### src/rtl/rst_seq_gen_pkg.sv
// rst_seq_pkg: shared types and defaults for the reset sequencer.
// Holds the FSM state enum, default parameters and a width helper.
package rst_seq_pkg;

  typedef enum logic [1:0] {
    WAIT_LOCK = 2'd0,
    RELEASE   = 2'd1,
    RUN       = 2'd2
  } rst_seq_state_e;

  localparam int DEF_NUM_RST     = 4;
  localparam int DEF_SYNC_STAGES = 2;
  localparam int DEF_LOCK_FILT   = 16;
  localparam int DEF_STAGE_DLY   = 8;
  localparam int DEF_SW_PULSE    = 4;

  // Counter width for a counter whose largest value is below v.
  function automatic int cw(int v);
    return (v < 2) ? 1 : $clog2(v);
  endfunction

endpackage

### src/rtl/rst_pulse_ch.sv
// rst_pulse_ch: per-channel software reset pulse counter.
// Ports: clk_i, rstn_i (sync, active-low), req_i request, en_i accept
//   requests, clr_i abort pulse, pulse_active_o high while counting.
module rst_pulse_ch
  import rst_seq_pkg::*;
#(
  parameter int SW_PULSE = DEF_SW_PULSE
) (
  input  logic clk_i,
  input  logic rstn_i,
  input  logic req_i,
  input  logic en_i,
  input  logic clr_i,
  output logic pulse_active_o
);

  // Must hold SW_PULSE itself, not just SW_PULSE-1.
  localparam int CW = $clog2(SW_PULSE + 1);
  localparam logic [CW-1:0] LOAD = CW'(SW_PULSE);

  logic [CW-1:0] cnt_q, cnt_d;

  always_comb begin
    cnt_d = cnt_q;
    if (clr_i) begin
      cnt_d = '0;
    end else if (req_i && en_i) begin
      cnt_d = LOAD;
    end else if (cnt_q != '0) begin
      cnt_d = cnt_q - 1'b1;
    end
  end

  always_ff @(posedge clk_i) begin
    if (!rstn_i) begin
      cnt_q <= '0;
    end else begin
      cnt_q <= cnt_d;
    end
  end

  assign pulse_active_o = (cnt_q != '0);

endmodule

### src/rtl/rst_seq_gen.sv
// rst_seq_gen: lock-qualified staggered release of NUM_RST resets.
// Ports: clk_i, rstn_i (sync, active-low), lock_i (async), testmode_i,
//   sw_rst_req_i per-channel pulse request; rstn_o channel resets,
//   ready_o all released, lock_lost_o sticky lock-drop flag.
module rst_seq_gen
  import rst_seq_pkg::*;
#(
  parameter int NUM_RST     = DEF_NUM_RST,
  parameter int SYNC_STAGES = DEF_SYNC_STAGES,
  parameter int LOCK_FILT   = DEF_LOCK_FILT,
  parameter int STAGE_DLY   = DEF_STAGE_DLY,
  parameter int SW_PULSE    = DEF_SW_PULSE
) (
  input  logic               clk_i,
  input  logic               rstn_i,
  input  logic               lock_i,
  input  logic               testmode_i,
  input  logic [NUM_RST-1:0] sw_rst_req_i,
  output logic [NUM_RST-1:0] rstn_o,
  output logic               ready_o,
  output logic               lock_lost_o
);

  localparam int FW = cw(LOCK_FILT);
  localparam int DW = cw(STAGE_DLY);
  localparam int IW = cw(NUM_RST);
  localparam logic [FW-1:0] FLT_MAX = FW'(LOCK_FILT - 1);
  localparam logic [DW-1:0] DLY_MAX = DW'(STAGE_DLY - 1);
  localparam logic [IW-1:0] IDX_LAST = IW'(NUM_RST - 1);
  localparam logic [NUM_RST-1:0] ONE = NUM_RST'(1);

  logic [SYNC_STAGES-1:0] sync_q, sync_d;
  rst_seq_state_e         state_q, state_d;
  logic [FW-1:0]          flt_q, flt_d;
  logic [DW-1:0]          stg_q, stg_d;
  logic [IW-1:0]          idx_q, idx_d;
  logic [NUM_RST-1:0]     rel_q, rel_d;
  logic                   lost_q, lost_d;

  logic               lock_s;
  logic [IW-1:0]      idx_nxt;
  logic               pulse_en;
  logic               pulse_clr;
  logic [NUM_RST-1:0] pulse_act;

  assign lock_s  = sync_q[SYNC_STAGES-1];
  assign idx_nxt = idx_q + 1'b1;

  always_comb begin
    sync_d    = {sync_q[SYNC_STAGES-2:0], lock_i};
    state_d   = state_q;
    flt_d     = flt_q;
    stg_d     = stg_q;
    idx_d     = idx_q;
    rel_d     = rel_q;
    lost_d    = lost_q;
    pulse_en  = 1'b0;
    pulse_clr = 1'b0;
    unique case (state_q)
      WAIT_LOCK: begin
        if (!lock_s) begin
          flt_d = '0;
        end else if (flt_q == FLT_MAX) begin
          flt_d   = '0;
          stg_d   = '0;
          idx_d   = '0;
          rel_d   = ONE;
          state_d = (NUM_RST == 1) ? RUN : RELEASE;
        end else begin
          flt_d = flt_q + 1'b1;
        end
      end
      RELEASE, RUN: begin
        if (!lock_s) begin
          // Loss beats any release step or sw request this edge.
          state_d   = WAIT_LOCK;
          rel_d     = '0;
          stg_d     = '0;
          idx_d     = '0;
          lost_d    = 1'b1;
          pulse_clr = 1'b1;
        end else if (state_q == RUN) begin
          pulse_en = 1'b1;
        end else if (stg_q == DLY_MAX) begin
          stg_d = '0;
          idx_d = idx_nxt;
          rel_d = rel_q | (ONE << idx_nxt);
          if (idx_nxt == IDX_LAST) begin
            state_d = RUN;
          end
        end else begin
          stg_d = stg_q + 1'b1;
        end
      end
      default: begin
        state_d = WAIT_LOCK;
      end
    endcase
  end

  always_ff @(posedge clk_i) begin
    if (!rstn_i) begin
      sync_q  <= '0;
      state_q <= WAIT_LOCK;
      flt_q   <= '0;
      stg_q   <= '0;
      idx_q   <= '0;
      rel_q   <= '0;
      lost_q  <= 1'b0;
    end else begin
      sync_q  <= sync_d;
      state_q <= state_d;
      flt_q   <= flt_d;
      stg_q   <= stg_d;
      idx_q   <= idx_d;
      rel_q   <= rel_d;
      lost_q  <= lost_d;
    end
  end

  for (genvar k = 0; k < NUM_RST; k++) begin : g_ch
    rst_pulse_ch #(
      .SW_PULSE(SW_PULSE)
    ) u_ch (
      .clk_i         (clk_i),
      .rstn_i        (rstn_i),
      .req_i         (sw_rst_req_i[k]),
      .en_i          (pulse_en),
      .clr_i         (pulse_clr),
      .pulse_active_o(pulse_act[k])
    );
  end

  // Scan owns every reset directly from the pad in test mode.
  always_comb begin
    if (testmode_i) begin
      rstn_o  = {NUM_RST{rstn_i}};
      ready_o = rstn_i;
    end else begin
      rstn_o  = rel_q & ~pulse_act;
      ready_o = (state_q == RUN);
    end
  end

  assign lock_lost_o = lost_q;

endmodule

### config.mk
export PLATFORM = sky130hd
export DESIGN_NAME = rst_seq_gen
export DESIGN_NICKNAME = d
export VERILOG_FILES = /design/src/rtl/rst_seq_gen_pkg.sv /design/src/rtl/rst_pulse_ch.sv /design/src/rtl/rst_seq_gen.sv
export SDC_FILE = /design/constraint.sdc
export NUM_CORES = 1
export LEC_CHECK = 0
export ABC_AREA = 1
export CORE_AREA = 5 5 72 74
export DETAILED_ROUTE_END_ITERATION = 12
export DIE_AREA = 0 0 77 79
export SLEW_MARGIN = 20
export SYNTH_ARGS = -nofsm -noshare
export SYNTH_HDL_FRONTEND = slang
export SYNTH_SLANG_ARGS = --single-unit
### constraint.sdc
create_clock -name clk_i -period 1.4 [get_ports clk_i]
set_input_delay 0.28 -clock clk_i [delete_from_list [all_inputs] [get_ports clk_i]]
set_output_delay 0.28 -clock clk_i [all_outputs]
set_load 0.05 [all_outputs]
==> results_dict.tcl, run 1 <==
set metrics [dict create \
    die-height_um 79 \
    total_switching_power_mw 1.152 \
    synth.area.top_cells "sky130_fd_sc_hd__dfxtp_1, sky130_fd_sc_hd__ha_1, sky130_fd_sc_hd__nand2_1" \
    syn_area_per_cell_sq_um 7.496 \
    run_status "complete, but fails checks" \
    cts.clk_slew.worst_paths_ns 0.06 \
    cp-end-kind "output pin" \
    placement_rows 25 \
    worstPathCellList "inv_2 > buf_6 > ha_4 > buf_6 > inv_4 > o21ai_4 > buf_12" \
    worst_setup_slack_for_register_to_register_paths_ns -0.13 \
    cp.depth 7 \
    period_minus_slack_ns 1.604 \
    finalMaxSlewViolations 0 \
    wl_per_cell_um 11.21 \
    start_util_pct 37.85 \
    postSynth.topFlopCell "sky130_fd_sc_hd__dfxtp_1" \
    die_w_um 77 \
    post-route-worst-setup-slack_ns -0.2039 \
    layout.cell_area.non_filler_sq_um 2624 \
    number_of_cells_after_detailed_placement 317 \
    min-delay-path-class "reg2reg" \
    clk_root_buffer_cell "sky130_fd_sc_hd__clkbuf_8" \
    ys_async_sr_fraction_pct 0 \
    syn_inst 229 \
    yosys_register_bits 30 \
    synth_fp_nets 259 \
    stdcell_count 333 \
    power-per-cell-area_nw_per_um2 1258 \
    dpl.hpwl_mm 2.614 \
    placed_area_sq_um 2221 \
    setup_viol 16 \
    power_frac_comb_pct 46.1 \
    routed-via-count 1521 \
    worstHoldStart "sync_q[0]" \
    die_area_sq_um 6083 \
    synth.distinct_cells 23 \
    hold_violations 0 \
    critPathMaxFanout 2 \
    fmaxAchievable_mhz 623.5 \
    vias_in_the_first_global_route 1445 \
    slowest_stage "sky130_fd_sc_hd__dfxtp_2" \
    ctsHtreeMaxLevel 2 \
    yosysMostFrequentCell "sky130_fd_sc_hd__nand2_1" \
    rsz0062_at_grt "yes" \
    cts_buffers 5 \
    peak_per_stage_delay_on_the_critical_path_ns 0.31 \
    power_report.internal_total_mw 2.147 \
    fp.coreArea_sq_um 4536 \
    cts_tree "yes" \
    groute.usage.overall_pct 12.55 \
    finalWeightedCongestion 0.7741 \
    detail_route.wirelength_mm 3.734 \
    max_cap_viol_count 0 \
    critPathRequiredTime_ns 1.12 \
    switching_share_pct 34.92 \
    static-leakage-power_nw 1.157 \
    worstHoldEndpoint "sync_q[1]" \
    cp.buffers_inverters 5 \
    critical-path-top-cell-by-count "sky130_fd_sc_hd__buf_6" \
    worst_r2r_path_depth 8 \
    final_min_period_over_clock_period_pct 114.6 \
    final.fill_count 429 \
    ir_worst_vdd_v 0.0006158 \
    worstHoldPathCells 2 \
    post-layout-total-power_mw 3.300 \
    layout-drive-gt1-share_pct 41.58 \
    pwr-share-clk_pct 19.7 \
    globalRouteOverflowTotal 0 \
    drcViolationCount 0 \
    violated_checks "negative setup slack" \
    critical_path.startpoint_type "flop" \
    grt_antenna_before_repair 0 \
    synth_top_area_share_pct 34.99 \
    synthToLayoutAreaGrowth_pct 52.84 \
    clock_path_buffers 2 \
    antenna_cells 0 \
    timing_worst_slew_pin_value_ns 0.2525 \
    initialDrtViolationCount 37 \
    timing.critical_path.max_delay_family "buffers and inverters" \
    grt_max_degree 13 \
    drt_first_pass_iters 4 \
    slew_headroom_pct 83.13 \
    clock_insertion_delay_worst_skew_ns 0.28 \
    seq_area_frac_synth_pct 34.99 \
    netlist_top_cells_count "sky130_fd_sc_hd__nand2_1, sky130_fd_sc_hd__nor2_1, sky130_fd_sc_hd__inv_1, sky130_fd_sc_hd__dfxtp_1, sky130_fd_sc_hd__ha_1" \
    synth.largest_area_cell "sky130_fd_sc_hd__dfxtp_1" \
    seqPwrFrac_pct 34.2 \
    finish.net_count 309 \
    regToRegStartpoint "state_q[0]" \
    grt_pass1_wl_mm 6.210 \
    synth_warnings 0 \
    post-place-ws_ns -0.1669 \
    synth_edf_count 0 \
    mappedNetlistArea_sq_um 1717 \
    worst_ep_arrival_time_ns 1.32 \
    clock-sinks 30 \
    avgViaCountPerCell 4.568 \
    crit_type "reg2out" \
    drtAntennaViolNets 0 \
    worst_clock_skew_ns 0.008397 \
    port-buffer-count 13 \
    design.portCount 14 \
    timing.rr.end "idx_q[0]" \
]
==> worst max path at each step <==
stage	start	to	slack [ns]
final	state_q[0]	ready_o	-0.20
after global routing	state_q[0]	ready_o	-0.25
after CTS	g_ch[2].u_ch.cnt_q[1]	rstn_o[2]	-0.21
after detailed placement	testmode_i	rstn_o[2]	-0.17
after global placement	testmode_i	rstn_o[2]	-0.20
after floorplan	g_ch[2].u_ch.cnt_q[0]	rstn_o[2]	-0.14
==> state kept, by name, summed over array words and instances (netlist names) <==
register and count:
g_ch.u_ch.cnt_q 12, flt_q 4, rel_q 4, stg_q 3, idx_q 2, state_q 2, sync_q 2, lock_lost_o 1
==> logic make-up after synthesis <==
| kind of cell | Yosys count | share of synthesized area (%) |
|---|---|---|
| simple gates | 106 | 28.64 |
| buf+inv | 37 | 9.329 |
| compound gates | 30 | 8.965 |
| flops | 30 | 34.99 |
| fa+ha+maj | 22 | 16.03 |
| xor+xnor | 4 | 2.041 |
==> worst reg2reg max path, stage by stage (launching register included) <==
cell,delay [ns]
sky130_fd_sc_hd__dfxtp_2,0.32
sky130_fd_sc_hd__inv_2,0.05
sky130_fd_sc_hd__buf_12,0.11
sky130_fd_sc_hd__ha_4,0.31
sky130_fd_sc_hd__inv_2,0.05
sky130_fd_sc_hd__buf_4,0.14
sky130_fd_sc_hd__nor3_1,0.21
sky130_fd_sc_hd__nand3_1,0.13
sky130_fd_sc_hd__a21oi_2,0.15
==> metrics by stage <==
step | setup TNS, ns | hold WS (ns) | util, %
finish | -1.818 | 0.4098 | 57.85
global route | -3.211 | 0.4540 | 57.85
CTS | -2.290 | 0.4171 | 53.71
detailed placement | -2.936 | 0.4014 | 48.97
global placement | -2.580 | 0.3936 | 48.97
floorplan | -0.1389 | 0.3776 | -
==> power by group through the flow <==
stage	Clock (mW)	Sequential, mW	Combinational [mW]
after floorplan	0	1.09	0.893
after global placement	0	1.11	1.17
after detailed placement	0	1.12	1.18
after CTS	0.674	1.13	1.44
after global routing	0.709	1.15	1.75
final	0.649	1.13	1.52
==> repair_timing <==
action,in CTS,in global routing
pin swaps,12,16
setup buffers,3,4
gates cloned,1,1
resized for setup,35,34
hold buffers,0,0
endpoints found under the setup margin,24,29
==> metal layers <==
layer,GRT usage [%],share of wire [%],up-vias
met5,0,0,-
met4,5.670,1.7,0
met3,3.628,4.1,6
met2,22.07,50,24
met1,13.97,44,677
li1,-,-,814
==> cell usage in the layout (no fill, tap or decap), drive strengths merged <==
cell and n:
nor2 37, xor2 4, and3 1, or2 2, buf 37, clkbuf 6, clkdlybuf4s50 7, nand3 12
inv 34, nand2 49, ha 22, a21oi 19, nor3 6, dfxtp 30, clkinv 2, o21ai 11
==> layout make-up <==
type	instances	area (sq um)	area share, %
Multi-Input combinational cell	163	1252	47.73
Tap cell	54	67.56	2.575
Clock buffer	5	68.82	2.623
Sequential cell	30	611.8	23.32
Clock inverter	2	10.01	0.3815
Timing Repair Buffer	45	480.5	18.31
Inverter	34	132.6	5.055
(Power assumes the default switching activity.)
==> run 2, diff against run 1 <==
--- a/config.mk
+++ b/config.mk
@@ -6,10 +6,13 @@
 export NUM_CORES = 1
 export LEC_CHECK = 0
 export ABC_AREA = 1
-export CORE_AREA = 5 5 72 74
+export CORE_AREA = 5 5 73 75
 export DETAILED_ROUTE_END_ITERATION = 12
-export DIE_AREA = 0 0 77 79
+export DIE_AREA = 0 0 78 80
+export HOLD_SLACK_MARGIN = 0.12
+export PLACE_DENSITY = 0.64
 export SLEW_MARGIN = 20
 export SYNTH_ARGS = -nofsm -noshare
 export SYNTH_HDL_FRONTEND = slang
+export SYNTH_HIERARCHICAL = 1
 export SYNTH_SLANG_ARGS = --single-unit
==> run 2 against run 1 <==
The run still ends with negative setup slack left; cell area is 3.7% lower; sequential share of layout area is 1.0 points higher; cell count increased by 2.7%; register-to-register slack better by 0.14 ns; total power fell by 48%; non-clock buffer count is 8 lower; clock skew decreased by 0.0060 ns; first-iteration DRC count is 16% higher; worst setup slack lost 0.054 ns; die area increased by 2.6%; largest power group is now sequential cells.
==> results_dict.tcl, run 2 <==
set metrics [dict create \
    run_status "complete, but fails checks" \
    violated_checks "negative setup slack" \
    critPathRequiredTime_ns 1.12 \
    grt_max_degree 20 \
    synthToLayoutAreaGrowth_pct 43.57 \
    die-height_um 80 \
    start_util_pct 38.29 \
    placed_area_sq_um 2315 \
    finalWeightedCongestion 0.7643 \
    reg.largest.list "g_ch.u_ch/cnt_q: 12 flops, flt_q: 4 flops, rel_q: 4 flops" \
    fmaxAchievable_mhz 603.3 \
    slew_headroom_pct 83.49 \
    drt_first_pass_iters 4 \
    layout-drive-gt1-share_pct 34.03 \
    rsz0062_at_grt "yes" \
    mostFrequentLayoutCell "sky130_fd_sc_hd__nand2_1" \
    postCtsHoldBufs 0 \
    fp.coreArea_sq_um 4598 \
    syn_area_per_cell_sq_um 7.156 \
    synth_simple_gate_area_share_pct 29.14 \
    syn_inst 246 \
    grt_pass1_wl_mm 6.051 \
    slowest_stage "sky130_fd_sc_hd__dfxtp_2" \
    min-delay-path-class "reg2reg" \
    power-per-cell-area_nw_per_um2 682.6 \
    design.portCount 14 \
    drtAntennaViolNets 0 \
    largest_register_ff_count 12 \
    critical_path.startpoint_type "flop" \
    yosys.area_share.adder_pct 16.35 \
    crit_type "reg2out" \
    ctsHtreeMaxLevel 2 \
    die_w_um 78 \
    avgViaCountPerCell 4.582 \
    vias_in_the_first_global_route 1531 \
    setup_viol 5 \
    dpl.hpwl_mm 2.710 \
    die_area_sq_um 6240 \
    synth_edf_count 0 \
    worstPathCellList "inv_2 > ha_4 > ha_4 > inv_2 > o31ai_4 > buf_12" \
    worstHoldStart "sync_q[0]" \
    port-buffer-count 13 \
    critPathMaxFanout 2 \
    mappedNetlistArea_sq_um 1760 \
    synth.area.top_cells "sky130_fd_sc_hd__dfxtp_1, sky130_fd_sc_hd__ha_1, sky130_fd_sc_hd__nand2_1" \
    synth.largest_area_cell "sky130_fd_sc_hd__dfxtp_1" \
    cts.clk_slew.worst_paths_ns 0.06 \
    seq_area_frac_synth_pct 34.12 \
    worst_setup_slack_for_register_to_register_paths_ns 0.01 \
    placement_rows 25 \
    groute.usage.overall_pct 12.03 \
    postLayoutCoreUtil_pct 54.97 \
    postSynth.topFlopCell "sky130_fd_sc_hd__dfxtp_1" \
    grt_antenna_before_repair 0 \
    timing.rr.end "rel_q[2]" \
    final_min_period_over_clock_period_pct 118.4 \
    worst_r2r_path_depth 8 \
    synth_fp_nets 277 \
    yosys.area_share.xor_xnor_pct 0.4975 \
    antenna_cells 0 \
    ir_worst_vdd_v 0.0004462 \
    commonest_cells_after_routing_fill_and_taps_aside "sky130_fd_sc_hd__nand2_1, sky130_fd_sc_hd__nor2_1, sky130_fd_sc_hd__inv_1" \
    cts_tree "yes" \
    peak_per_stage_delay_on_the_critical_path_ns 0.32 \
    synth.area.mux_share_pct 0 \
    clock-sinks 30 \
    main_combinational_cell_family_by_area_after_synthesis "simple AND/OR/NAND/NOR gates" \
    worstHoldPathCells 2 \
    synth_warnings 6 \
    yosysMostFrequentCell "sky130_fd_sc_hd__nand2_1" \
    finalMaxSlewViolations 0 \
    initialDrtViolationCount 43 \
    final.fill_count 431 \
    detail_route.wirelength_mm 3.494 \
    finish.net_count 318 \
    worst_clock_skew_ns 0.002369 \
    yosys_register_bits 30 \
    timing_worst_slew_pin_value_ns 0.2484 \
    hold_violations 0 \
    layout.cell_area.non_filler_sq_um 2527 \
    worstHoldEndpoint "sync_q[1]" \
    cts_buffers 5 \
    globalRouteOverflowTotal 0 \
    period_minus_slack_ns 1.658 \
    drcViolationCount 0 \
    clock_insertion_delay_worst_skew_ns 0.28 \
    wl_per_cell_um 10.22 \
    max_cap_viol_count 0 \
    ys_async_sr_fraction_pct 0 \
    synth_top_area_share_pct 34.12 \
    clk_root_buffer_cell "sky130_fd_sc_hd__clkbuf_8" \
    synth.distinct_cells 25 \
    regToRegStartpoint "state_q[1]" \
    post-route-worst-setup-slack_ns -0.2575 \
    complex_gate_fraction_of_the_synthesized_area_pct 7.747 \
    setup_tns_ns -1.081 \
    worst_ep_arrival_time_ns 1.38 \
    static-leakage-power_nw 1.175 \
    routed-via-count 1567 \
    max_flop_register "g_ch.u_ch/cnt_q" \
    netlist_top_cells_count "sky130_fd_sc_hd__nand2_1, sky130_fd_sc_hd__inv_1, sky130_fd_sc_hd__nor2_1, sky130_fd_sc_hd__dfxtp_1, sky130_fd_sc_hd__ha_1" \
    cp-end-kind "output pin" \
    clock_path_buffers 2 \
]
run 2: changes by cell type in the layout (fill, tap and decap cells not counted), moves of 5 or more:
cell | previous run | this run
sky130_fd_sc_hd__o21a_1 | 0 | 5
sky130_fd_sc_hd__a21oi_2 | 6 | 1
sky130_fd_sc_hd__buf_4 | 27 | 20
sky130_fd_sc_hd__nand2_4 | 7 | 2
sky130_fd_sc_hd__nand2_1 | 33 | 54
sky130_fd_sc_hd__nand4_1 | 0 | 7
sky130_fd_sc_hd__inv_1 | 21 | 32
run 2: layout make-up:
cell class              count  area (sq um)  share of cell area [%]
multi-input cells         164          1175                   46.49
flip-flops and latches     30         615.6                   24.36
repair buffers             37         386.6                   15.30
inverters                  49         191.4                   7.574
clock buffers               7         86.33                   3.416
well taps                  54         67.56                   2.673
clock inverters             1         5.005                  0.1980
run 2: worst max path at each step:
stage | from | endpoint | slack (ns)
after floorplan | g_ch[1].u_ch/cnt_q[0] | rstn_o[1] | -0.15
after global placement | testmode_i | rstn_o[1] | -0.27
after detailed placement | testmode_i | rstn_o[3] | -0.24
after CTS | g_ch[1].u_ch/cnt_q[1] | rstn_o[1] | -0.28
after global routing | g_ch[1].u_ch/cnt_q[0] | rstn_o[1] | -0.32
final | g_ch[1].u_ch/cnt_q[1] | rstn_o[1] | -0.26
run 2: repair_timing:
action	CTS	global route
endpoints found under the setup margin	28	16
setup buffers	1	1
pin swaps	11	6
gates resized for setup	28	14
run 2: critical path: cells and delay by family, from the launching register on:
family / cells / cell delay [ns]
DFF: 1 / 0.32
buffers and inverters: 3 / 0.28
AOI/OAI and AO/OA: 1 / 0.23
adders and majority gates: 2 / 0.26
run 2: power breakdown:
part / leakage (nW) / total [mW] / internal [mW] / switching, mW
registers: 0.248 / 0.864 / 0.858 / 0.00590
logic: 0.879 / 0.160 / 0.0784 / 0.0820
clock network: 0.0482 / 0.701 / 0.395 / 0.305
run 2: kinds of logic after synthesis:
family	count (synthesis)
flops	30
xor+xnor	1
compound gates	22
fa+ha+maj	23
simple gates	118
buf+inv	52
run 2: metrics by stage:
stage          power, mW  hold WS, ns  instances  worst slack [ns]
3_3_place_gp       1.040       0.3952        334           -0.2674
6_report           1.725       0.4079        342           -0.2575
4_1_cts            1.749       0.4118        341           -0.2793
2_1_floorplan     0.9536       0.3776        246           -0.1518
3_5_place_dp       1.040       0.3974        334           -0.2423
5_1_grt            1.792       0.4463        342           -0.3245
run 2: per-layer routing:
layer | global-route usage, % | up-vias | wire [um]
met5 | 0 | - | 0
met4 | 5.743 | 0 | 83
met3 | 3.047 | 7 | 84
met2 | 21.79 | 16 | 1727
met1 | 12.95 | 707 | 1598
li1 | - | 837 | -
==> run 3, diff against run 2 <==
--- a/config.mk
+++ b/config.mk
@@ -6,11 +6,11 @@
 export NUM_CORES = 1
 export LEC_CHECK = 0
 export ABC_AREA = 1
-export CORE_AREA = 5 5 73 75
+export CORE_AREA = 5 5 60 102
 export DETAILED_ROUTE_END_ITERATION = 12
-export DIE_AREA = 0 0 78 80
+export DIE_AREA = 0 0 65 107
 export HOLD_SLACK_MARGIN = 0.12
-export PLACE_DENSITY = 0.64
+export PLACE_DENSITY = 0.58
 export SLEW_MARGIN = 20
 export SYNTH_ARGS = -nofsm -noshare
 export SYNTH_HDL_FRONTEND = slang
==> run 3 against run 2 <==
Largest cell class unchanged; sequential share of layout area shrank 0.17 points; wire length grew 1.7%; first-iteration DRC count shrank 49%; combinational power is essentially flat; worst setup slack gained 0.011 ns; clock-buffer cell count is the same; global-route usage shrank 0.41 points; total power grew 0.20%; worst hold slack gained 0.0024 ns; the flow still finishes with violations (negative setup slack); register-to-register slack gained 0.06 ns; highest routed layer unchanged; sequential power shrank 0.5%; critical endpoint is now rstn_o[0].
==> results_dict.tcl, run 3 (synthesized netlist as in run 2, its figures left out) <==
set metrics [dict create \
    run_status "complete, but fails checks" \
    violated_checks "negative setup slack" \
    drtAntennaViolNets 0 \
    wl_per_cell_um 10.36 \
    crit_path_start "g_ch[0].u_ch/cnt_q[0]" \
    layout-drive-gt1-share_pct 33.68 \
    cts_buffers 5 \
    timing.rr.end "stg_q[0]" \
    power-per-cell-area_nw_per_um2 679.3 \
    grt_antenna_before_repair 0 \
    fmaxAchievable_mhz 607.4 \
    detail_route.wirelength_mm 3.552 \
    worst_clock_skew_ns 0.007141 \
    reg.largest.list "g_ch.u_ch/cnt_q: 12 flops, flt_q: 4 flops, rel_q: 4 flops" \
    clock_path_buffers 2 \
    die_w_um 65 \
    start_util_pct 33.78 \
    critPathRequiredTime_ns 1.12 \
    clock-sinks 30 \
    static-leakage-power_nw 1.165 \
    mostFrequentLayoutCell "sky130_fd_sc_hd__nand2_1" \
    slew_headroom_pct 79.14 \
    drt_first_pass_iters 4 \
    final_min_period_over_clock_period_pct 117.6 \
    antenna_cells 0 \
    worst_ep_arrival_time_ns 1.37 \
    critical_path.endpoint "rstn_o[0]" \
    setup_viol 5 \
    dpl.hpwl_mm 2.871 \
    drcViolationCount 0 \
    worstPathCellList "inv_2 > ha_4 > ha_4 > inv_4 > o31ai_4 > buf_12" \
    groute.usage.overall_pct 11.63 \
    max_cap_viol_count 0 \
    initialDrtViolationCount 22 \
    period_minus_slack_ns 1.646 \
    grt_pass1_wl_mm 6.306 \
    largest_register_ff_count 12 \
    design.portCount 14 \
    post-layout-total-power_mw 1.729 \
    die-height_um 107 \
    placement_rows 35 \
    worst_setup_slack_for_register_to_register_paths_ns 0.07 \
    ctsHtreeMaxLevel 2 \
    slowest_stage "sky130_fd_sc_hd__dfxtp_2" \
    critPathMaxFanout 2 \
    crit_type "reg2out" \
    die_area_sq_um 6955 \
    grt_max_degree 20 \
    worst_r2r_path_depth 8 \
    critical_path.startpoint_type "flop" \
    finalMaxSlewViolations 0 \
    post-route-worst-setup-slack_ns -0.2462 \
    cp.depth 6 \
    max_flop_register "g_ch.u_ch/cnt_q" \
    fp.coreArea_sq_um 5211 \
    globalRouteOverflowTotal 0 \
    clock_insertion_delay_worst_skew_ns 0.28 \
    peak_per_stage_delay_on_the_critical_path_ns 0.32 \
    finalWeightedCongestion 0.7753 \
    cts_tree "yes" \
    routed-via-count 1569 \
    final.fill_count 513 \
    holdWs_ns 0.4103 \
    port-buffer-count 13 \
    vias_in_the_first_global_route 1522 \
    avgViaCountPerCell 4.574 \
    rsz0062_at_grt "yes" \
    commonest_cells_after_routing_fill_and_taps_aside "sky130_fd_sc_hd__nand2_1, sky130_fd_sc_hd__nor2_1, sky130_fd_sc_hd__inv_1" \
    cts.clk_slew.worst_paths_ns 0.06 \
    clk_root_buffer_cell "sky130_fd_sc_hd__clkbuf_8" \
    regToRegStartpoint "state_q[0]" \
    min-delay-path-class "reg2reg" \
    postLayoutCoreUtil_pct 48.84 \
    critical-path-top-cell-by-count "sky130_fd_sc_hd__ha_4" \
    hold_violations 0 \
    timing.critical_path.max_delay_family "flip-flops" \
    finish.net_count 318 \
    ir_worst_vdd_v 0.0006268 \
    worstHoldStart "sync_q[0]" \
    synthToLayoutAreaGrowth_pct 44.56 \
    timing_worst_slew_pin_value_ns 0.3124 \
    cp.buffers_inverters 3 \
    post-place-ws_ns -0.2190 \
    cp-end-kind "output pin" \
]
[run 3: worst register-to-register path: cells and delay by family, from the launching register on]
kind                       cells  cell delay (ns)
and+or+nand+nor                4             0.43
AOI/OAI and AO/OA              1             0.13
adders and majority gates      1             0.16
DFF                            1             0.35
buffers and inverters          2             0.20
[run 3: where the power goes]
group	internal (mW)	switching [mW]
Clock	0.396	0.311
Sequential	0.856	0.00421
Combinational	0.0809	0.0811
Total	1.33	0.396
[run 3: final cells by class]
class                      count  area (sq um)  share of cell area [%]
clock buffer                   7         86.33                   3.392
clock inverter                 1         5.005                  0.1967
inverter                      49         193.9                   7.620
multi-input combinational    164          1185                   46.56
sequential                    30         615.6                   24.19
tap                           55         68.82                   2.704
timing repair buffer          37         390.4                   15.34
[run 3: worst min path at each step]
stage                 to  slack (ns)  cells after the start
6_report       sync_q[1]        0.41                      2
2_1_floorplan  sync_q[0]        0.38                      2
4_1_cts        sync_q[1]        0.41                      2
5_1_grt        sync_q[1]        0.46                      2
3_5_place_dp   sync_q[1]        0.40                      2
3_3_place_gp   sync_q[1]        0.39                      2
[run 3: what timing repair did]
action                     CTS  global route
hold buffers                 0             0
setup buffers                2             0
gates resized for setup     15            26
setup endpoints to repair   13            27
pin swaps                    6             7
[run 3: layer usage]
layer  vias up  GRT usage [%]  share of wire [%]
met3         4          3.249                3.2
li1        836              -                  -
met1       707          11.02                 38
met4         0          4.539                1.2
met5         -              0                  0
met2        22          22.64                 58
[run 3: stage by stage]
step                      cells  TNS (ns)  cell area (sq um)
after floorplan             246   -0.3505               1907
after CTS                   343    -1.153               2460
after global placement      333    -1.155               2313
after detailed placement    333    -1.126               2313
after global routing        343    -1.390               2545
final                       343    -1.050               2545
